--- src/rtl/states_pkg.sv ---
// rtl/states_pkg.sv - shared FSM state types
// Purpose: state encodings shared by blocks in the UART subsystem.
// Ports: none (package).
package states_pkg;

    // Transmit arbiter: pick an owner, stream its bytes, then one idle turnaround cycle.
    typedef enum logic [1:0] {
        ARB_IDLE = 2'd0,
        ARB_XFER = 2'd1,
        ARB_GAP  = 2'd2
    } arb_state_e;

endpackage

--- src/rtl/rr_picker.sv ---
// rtl/rr_picker.sv - combinational round-robin requester search
// Purpose: returns the first set bit of req, searching upward from rr_ptr
//          and wrapping modulo N_REQ.
// Ports:
//   req    - request vector, one bit per requester
//   rr_ptr - index where the search starts
//   pick   - one-hot selected requester, all zeros when req is zero
module rr_picker #(
    parameter int N_REQ = 4,
    parameter int PW    = (N_REQ > 1) ? $clog2(N_REQ) : 1
) (
    input  logic [N_REQ-1:0] req,
    input  logic [PW-1:0]    rr_ptr,
    output logic [N_REQ-1:0] pick
);

    logic [PW:0] idx;
    logic        found;

    always_comb begin
        pick  = '0;
        found = 1'b0;
        idx   = '0;
        for (int i = 0; i < N_REQ; i++) begin
            // One extra bit so rr_ptr + i cannot overflow before the wrap.
            idx = {1'b0, rr_ptr} + (PW + 1)'(i);
            if (idx >= (PW + 1)'(N_REQ)) begin
                idx = idx - (PW + 1)'(N_REQ);
            end
            if (!found && req[idx[PW-1:0]]) begin
                pick[idx[PW-1:0]] = 1'b1;
                found             = 1'b1;
            end
        end
    end

endmodule

--- src/rtl/uart_tx_arbiter.sv ---
// rtl/uart_tx_arbiter.sv - round-robin arbiter feeding byte streams into the UART TX FIFO
// Purpose: grants one requester at a time and forwards its bytes to the TX FIFO
//          until req_last, a burst limit of MAX_BURST bytes, or the owner drops req.
// Ports:
//   clk, rst  - clock; asynchronous active-high reset
//   req       - per-requester byte-available flags
//   req_data  - per-requester bytes, requester i at [i*DBIT +: DBIT]
//   req_last  - per-requester end-of-message flags
//   req_ack   - one-hot byte-consumed strobe
//   grant     - one-hot current owner, or zero
//   w_data    - byte to TX FIFO
//   wr_uart   - TX FIFO write strobe
//   tx_full   - TX FIFO full flag
//   trunc     - pulse when a grant ends without req_last
//   busy      - arbiter not idle
module uart_tx_arbiter
    import states_pkg::*;
#(
    parameter int N_REQ     = 4,
    parameter int DBIT      = 8,
    parameter int MAX_BURST = 16
) (
    input  logic                  clk,
    input  logic                  rst,
    input  logic [N_REQ-1:0]      req,
    input  logic [N_REQ*DBIT-1:0] req_data,
    input  logic [N_REQ-1:0]      req_last,
    output logic [N_REQ-1:0]      req_ack,
    output logic [N_REQ-1:0]      grant,
    output logic [DBIT-1:0]       w_data,
    output logic                  wr_uart,
    input  logic                  tx_full,
    output logic                  trunc,
    output logic                  busy
);

    localparam int PW = (N_REQ > 1) ? $clog2(N_REQ) : 1;
    localparam int CW = $clog2(MAX_BURST + 1);

    arb_state_e       state_q, state_d;
    logic [N_REQ-1:0] grant_q, grant_d;
    logic [PW-1:0]    rr_ptr_q, rr_ptr_d;
    logic [CW-1:0]    cnt_q, cnt_d;

    logic [N_REQ-1:0] pick;
    logic             own_req;
    logic             own_last;
    logic [DBIT-1:0]  own_data;
    logic [PW-1:0]    next_ptr;

    rr_picker #(
        .N_REQ (N_REQ),
        .PW    (PW)
    ) u_picker (
        .req    (req),
        .rr_ptr (rr_ptr_q),
        .pick   (pick)
    );

    // Owner signals are muxed with the one-hot grant so no binary index is
    // needed on the data path; next_ptr is the owner index plus one, wrapped.
    always_comb begin
        own_req  = |(req & grant_q);
        own_last = |(req_last & grant_q);
        own_data = '0;
        next_ptr = '0;
        for (int i = 0; i < N_REQ; i++) begin
            if (grant_q[i]) begin
                own_data = own_data | req_data[i*DBIT +: DBIT];
                next_ptr = (i == N_REQ - 1) ? '0 : PW'(i + 1);
            end
        end
    end

    always_ff @(posedge clk or posedge rst) begin
        if (rst) begin
            state_q  <= ARB_IDLE;
            grant_q  <= '0;
            rr_ptr_q <= '0;
            cnt_q    <= '0;
        end else begin
            state_q  <= state_d;
            grant_q  <= grant_d;
            rr_ptr_q <= rr_ptr_d;
            cnt_q    <= cnt_d;
        end
    end

    always_comb begin
        state_d  = state_q;
        grant_d  = grant_q;
        rr_ptr_d = rr_ptr_q;
        cnt_d    = cnt_q;
        wr_uart  = 1'b0;
        req_ack  = '0;
        w_data   = '0;
        trunc    = 1'b0;

        case (state_q)
            ARB_IDLE: begin
                if (|req) begin
                    grant_d = pick;
                    cnt_d   = '0;
                    state_d = ARB_XFER;
                end else begin
                    grant_d = '0;
                end
            end

            ARB_XFER: begin
                w_data = own_data;
                if (!own_req) begin
                    // Owner went away mid-message: give up the grant with no write.
                    trunc    = 1'b1;
                    grant_d  = '0;
                    rr_ptr_d = next_ptr;
                    state_d  = ARB_GAP;
                end else if (!tx_full) begin
                    wr_uart = 1'b1;
                    req_ack = grant_q;
                    cnt_d   = cnt_q + CW'(1);
                    if (own_last) begin
                        grant_d  = '0;
                        rr_ptr_d = next_ptr;
                        state_d  = ARB_GAP;
                    end else if (cnt_q == CW'(MAX_BURST - 1)) begin
                        // Burst limit reached on this byte; the rest of the
                        // message must win a fresh grant.
                        trunc    = 1'b1;
                        grant_d  = '0;
                        rr_ptr_d = next_ptr;
                        state_d  = ARB_GAP;
                    end
                end
                // tx_full with owner still requesting: hold everything.
            end

            ARB_GAP: begin
                grant_d = '0;
                state_d = ARB_IDLE;
            end

            default: begin
                grant_d = '0;
                state_d = ARB_IDLE;
            end
        endcase
    end

    assign grant = grant_q;
    assign busy  = (state_q != ARB_IDLE);

endmodule

--- config.mk ---
export PLATFORM = sky130hd
export DESIGN_NAME = uart_tx_arbiter
export DESIGN_NICKNAME = d
export VERILOG_FILES = /design/src/rtl/states_pkg.sv /design/src/rtl/rr_picker.sv /design/src/rtl/uart_tx_arbiter.sv
export SDC_FILE = /design/constraint.sdc
export NUM_CORES = 1
export LEC_CHECK = 0
export CORE_MARGIN = 5
export CORE_UTILIZATION = 30
export CTS_BUF_LIST = sky130_fd_sc_hd__clkbuf_4 sky130_fd_sc_hd__clkbuf_8
export CTS_CLUSTER_DIAMETER = 150
export CTS_CLUSTER_SIZE = 24
export DETAILED_ROUTE_END_ITERATION = 8
export RECOVER_POWER = 25
export SETUP_SLACK_MARGIN = 0.15
export SYNTH_ARGS = -nofsm -noshare
export SYNTH_HDL_FRONTEND = slang
export SYNTH_SLANG_ARGS = --single-unit
--- constraint.sdc ---
create_clock -name clk -period 7.1 [get_ports clk]
set_clock_uncertainty 0.05 [all_clocks]
set_input_delay 1.42 -clock clk [delete_from_list [all_inputs] [get_ports clk]]
set_output_delay 1.42 -clock clk [all_outputs]
set_load 0.01 [all_outputs]
=== After elaboration in Yosys (flattened, before gate mapping) ===
Cells that the tools add are included.

* Output and inout bits: 19
* Input port bits: 43
* Flip-flop bits (word level): 13

* Bitwise operators: 8
* Muxes and demuxes: 67
* Reduce and logical (&&, ||, !) cells: 20
* Eq/ne operators: 9
* $lt $le $gt $ge: 12
* $add $sub $neg: 8

{| class="wikitable"
|+ Operators by type and width
! cell !! count
|-
| $mux W4 || 12
|-
| $mux W8 || 5
|-
| $mux W2 || 16
|-
| $or A8 B8 Y8 || 3
|-
| $mux W1 || 20
|-
| $mux W5 || 3
|-
| $lt A2 B3 Y1 const B || 4
|-
| $or A4 B4 Y4 || 3
|-
| $reduce_or A4 Y1 || 3
|-
| $pmux W5 S2 || 1
|-
| $ge A3 B3 Y1 const B || 3
|-
| $and A4 B4 Y4 || 2
|-
| $bmux W1 S2 || 4
|-
| $demux W1 S2 || 4
|-
| $ge A2 B1 Y1 const B || 4
|-
| $ne A2 B2 Y1 const B || 4
|-
| $pmux W4 S2 || 1
|-
| $sub A2 B1 Y2 const B || 4
|-
| $logic_and A1 B1 Y1 || 7
|-
| $add A2 B2 Y3 const B || 2
|-
| $reduce_and A3 Y1 || 2
|-
| $add A5 B1 Y5 const B || 1
|-
| $eq A5 B4 Y1 const B || 1
|-
| $ne A4 B4 Y1 const B || 1
|-
| other kinds (11) || 14
|}

=== Depth between registers and ports, before layout ===
* Depth after elaboration: 16
* Mapped depth: 8
* Depth with buffers taken out: 7

=== Hierarchy ===
From an unflattened synthesis, not the netlist that was laid out.

* Cell total of the unflattened synthesis: 128
* Area, all modules: 1153.6 um^2

{| class="wikitable"
|+ By module, submodules not included
! module !! instances !! sequential area each (um^2) !! cells each !! area each (um^2)
|-
| uart_tx_arbiter || 1 || 325.3 || 98 || 850.8
|-
| rr_picker || 1 || 0.0 || 30 || 302.8
|}

=== Worst setup path after synthesis ===
OpenSTA, ideal clock, no wires.

* Path kind: in2out
* Start point: in req[0]
* End point: out req_ack[0]
* Stages on the path: 4
* Arrival time: 2.277 ns
* Path buffers: 1
* Path slack: 3.353 ns
* Cell sequence: buf_4 a22oi_1 a211oi_2 and2_1

* Longest elaborated chain between the ends: 4

{| class="wikitable"
|+ RTL lines
! item !! line !! RTL
|-
| start, declared || uart_tx_arbiter.sv:25 || <nowiki>input logic [N_REQ-1:0] req,</nowiki>
|-
| $and A4 B4 Y4 || uart_tx_arbiter.sv:63 || <nowiki>own_req = |(req & grant_q);</nowiki>
|-
| $reduce_or A4 Y1 || uart_tx_arbiter.sv:63 ||
|-
| $mux W4 || uart_tx_arbiter.sv:112 || <nowiki>if (!own_req) begin</nowiki>
|-
| $mux W4 || uart_tx_arbiter.sv:99 || <nowiki>case (state_q)</nowiki>
|-
| end, declared || uart_tx_arbiter.sv:28 || <nowiki>output logic [N_REQ-1:0] req_ack,</nowiki>
|}

No other way between the ends.

=== Worst setup path after layout ===
* Start point: in req[1]
* End point: out req_ack[2]

The elaborated chain is that of the path after synthesis.

==> results by group <==
Status
  – Status: complete, no violations

Layout
  – Fin nets: 258
  – P&R area growth vs syn: 55.5%
  – Share of cells above drive strength 1: 7.80%
  – Ant. Diodes: 0
  – Final core occ: 48.3%

Place
  – Port bufs: 61
  – Routability cong.: 0.812
  – Post-detail-place hpwl: 3540 µm

CTS
  – CTS Buffer Depth: 2
  – Hold-fix buffers at CTS: 0
  – Num CTS Buffers: 3
  – Root Driver: clkbuf_8
  – Post-CTS Setup Inserts: 0
  – CTS tree: built
  – CTS resizes: 0
  – Clock slew seen by the registers of the worst setup and hold paths: 0.06 ns
  – Clock sink count: 13
  – Skew-Pair Late Insertion Delay: 0.25 ns
  – CTS H-tree depth: 1

Floorplan
  – # IOs: 62
  – CORE AREA: 4000 µm²
  – DIE WIDTH: 74.3 µm
  – Die area: ~5500 µm²
  – Die Span Y: 74.3 µm
  – Starting Density: 31.0%
  – Row cnt: 23

Min path
  – Hold Path Class: register to register

Route
  – Met2 routed WL: 2330 µm
  – # DRC: 0
  – Drt total wl: 4610 µm
  – Vias per cell: 5.55
  – Via count: 1,415
  – WL per Instance: 18.1 µm
  – Metal-1 WL: 1970 µm
  – Antenna Nets Post-Route: 0
  – Initial drt markers: 61
  – DR top layer: met4
  – Drt pass-1 iters: 4
  – Routed wl met3: 218 µm

Synth
  – Cell area after synthesis: 1240 µm²
  – Synth Instances: 147
  – Flops & latches, synth: 13
  – Syn nets: approximately 200
  – Sequential area share after synthesis: about a quarter
  – Ys Warns: 0
  – Syn Area/Cell: 8.44 µm²
  – Count of cell types in the netlist: 37

Flow run
  – Max_cap viols: 0

GRT
  – Wire length of the first global-routing pass: about 7000 µm
  – Antenna violations before repair: 0
  – Largest net degree at the start of global routing: 16
  – GR Overflow Total: 0
  – Total Routing Usage GR: 16.1%
  – Vias in the first global route: 1,377

Worst setup path
  – Required time worst endpoint: 5.63 ns
  – Max incr delay on CP: roughly 0.64 ns
  – CP dominant cell by count: clkdlybuf4s50_1
  – Crit path max fanout: 8
  – CP cell instances: clkdlybuf4s50_1, a22oi_1, a211oi_2, and2_1, clkdlybuf4s50_1
  – Worst EP arrival: roughly 3.6 ns
  – CP Capture Type: primary output
  – Crit start category: input pin
  – CP max stage cell: clkdlybuf4s50_1
  – Setup CP Type: input pin to primary output

STA
  – Count of final max-slew check failures: 0
  – Setup_tns: 0 ns
  – Hold Violations, Final: 0
  – Fmax: 199 MHz
  – Tmin final: 5.03 ns
  – Worst-Margin Slew: 0.587 ns
  – Worst slew margin: 60.8%
  – RSZ-0062 raised after global routing: no
  – Finish-stage setup viols: 0
  – Crit share post-route: 70.8%

Power
  – Power after layout: 0.000534 W
  – P_leak: between 0.7 and 0.8 nW
  – PD cells: around 280 nW/µm²
  – Max VDD drop: between 0.00009 and 0.0001 V
per-stage QoR:
stage / area (µm²) / setup WS [ns] / std cells / hold slack (ns)
after global placement: 1880 / 2.22 / 251 / 0.410
after detailed placement: 1880 / 2.12 / 251 / 0.427
final: 1930 / 2.07 / 255 / 0.428
after floorplan: 1240 / 3.35 / 147 / 0.399
after global routing: 1930 / 1.98 / 255 / 0.462
after CTS: 1930 / 2.07 / 255 / 0.440
sequential cells by signal, indices dropped and copies added (netlist names):
name / cells
grant: 4
state_q: 2
cnt_q: 5
rr_ptr_q: 2
kinds of logic (layout without fill, tap and decap cells):
family	Yosys count	after routing	share of synthesized area, %
XOR/XNOR	1	1	0.706
adder cells (fa/ha/maj)	9	9	9.07
buffers and inverters	16	74	5.14
multiplexers	8	8	6.75
AO/OA/AOI/OAI	63	63	35.4
AND/OR/NAND/NOR	37	37	16.7
flip-flops	13	13	26.2
metal layers:
| metal | up-vias | global-route usage [%] |
|---|---|---|
| li1 | 676 | - |
| met1 | 684 | 21.6 |
| met2 | 44 | 26.3 |
| met3 | 11 | 2.57 |
| met4 | 0 | 5.34 |
| met5 | - | 0 |
cell usage after synthesis:
cell / instances / area share (%)
or3b_1: 1 / 0.71
nor2_1: 6 / 1.8
a22oi_1: 19 / 11
nor3b_1: 2 / 1.2
nand4_1: 1 / 0.50
a21oi_1: 13 / 5.2
nand3b_1: 4 / 2.4
dfrtp_1: 13 / 26
a221o_2: 4 / 3.6
a211oi_2: 3 / 3.0
mux2_2: 3 / 2.7
a211o_1: 1 / 0.71
nor3_1: 3 / 1.2
o211a_1: 1 / 0.81
o21ai_0: 12 / 4.8
and3_1: 2 / 1.0
a22o_1: 1 / 0.71
nand2b_1: 1 / 0.50
clkbuf_1: 6 / 1.8
or3b_2: 1 / 0.71
o21ai_1: 1 / 0.40
and2_1: 3 / 1.5
a31oi_1: 4 / 2.0
xor2_1: 1 / 0.71
a21o_1: 1 / 0.61
mux2i_1: 5 / 4.0
nor2b_1: 1 / 0.50
a221oi_1: 1 / 0.71
or2_2: 1 / 0.50
o31ai_1: 1 / 0.61
inv_1: 9 / 2.7
nand2_1: 9 / 2.7
and3b_1: 1 / 0.71
ha_1: 9 / 9.1
o21bai_1: 1 / 0.61
buf_4: 1 / 0.61
nor4b_1: 1 / 0.71
cell type report:
class | instances | area [µm²]
flip-flops and latches | 13 | 325
repair buffers | 61 | 611
clock inverters | 1 | 5.00
inverters | 9 | 33.8
well taps | 50 | 62.6
clock buffers | 3 | 41.3
multi-input cells | 118 | 852
fillers | 394 | 2070
final timing paths:
| check | from | end | slack (ns) | cells past startpoint |
|---|---|---|---|---|
| max in group asynchronous | rst | grant[1]$_DFFE_PP0P_ | 5.10 | 2 |
| worst min register to register | cnt_q[4]$_DFFE_PP0P_ | cnt_q[4]$_DFFE_PP0P_ | 0.43 | 2 |
| worst max register to register | rr_ptr_q[0]$_DFFE_PP0P_ | grant[0]$_DFFE_PP0P_ | 4.48 | 7 |
| worst min-delay path | cnt_q[4]$_DFFE_PP0P_ | cnt_q[4]$_DFFE_PP0P_ | 0.43 | 2 |
| worst max-delay path | req[1] | req_ack[2] | 2.07 | 5 |
| min in group asynchronous | rst | cnt_q[4]$_DFFE_PP0P_ | 1.57 | 2 |
where the power goes:
part | switching (W) | total, W | leakage (nW) | internal, W
clock | 0.0000275 | 0.0000663 | 0.0255 | 0.0000388
combinational | 0.000157 | 0.000315 | 0.551 | 0.000158
sequential | 0.0000570 | 0.000152 | 0.175 | 0.0000952
critical path: cells and delay by family:
kind                   cells  cell delay, ns
AO/OA/AOI/OAI              2            0.74
buffers and inverters      2            1.18
AND/OR/NAND/NOR            1            0.21
cell usage in the layout, fill, tap and decap left out, types with 4 or more instances in the layout:
| master | instances |
|---|---|
| clkdlybuf4s50_1 | 60 |
| o21ai_0 | 12 |
| a221o_2 | 4 |
| a22oi_1 | 19 |
| mux2i_1 | 5 |
| a21oi_1 | 13 |
| nand2_1 | 9 |
| nand3b_1 | 4 |
| a31oi_1 | 4 |
| dfrtp_1 | 13 |
| ha_1 | 9 |
| inv_1 | 9 |
| nor2_1 | 6 |
No activity file was read; power rests on OpenSTA's default activity.
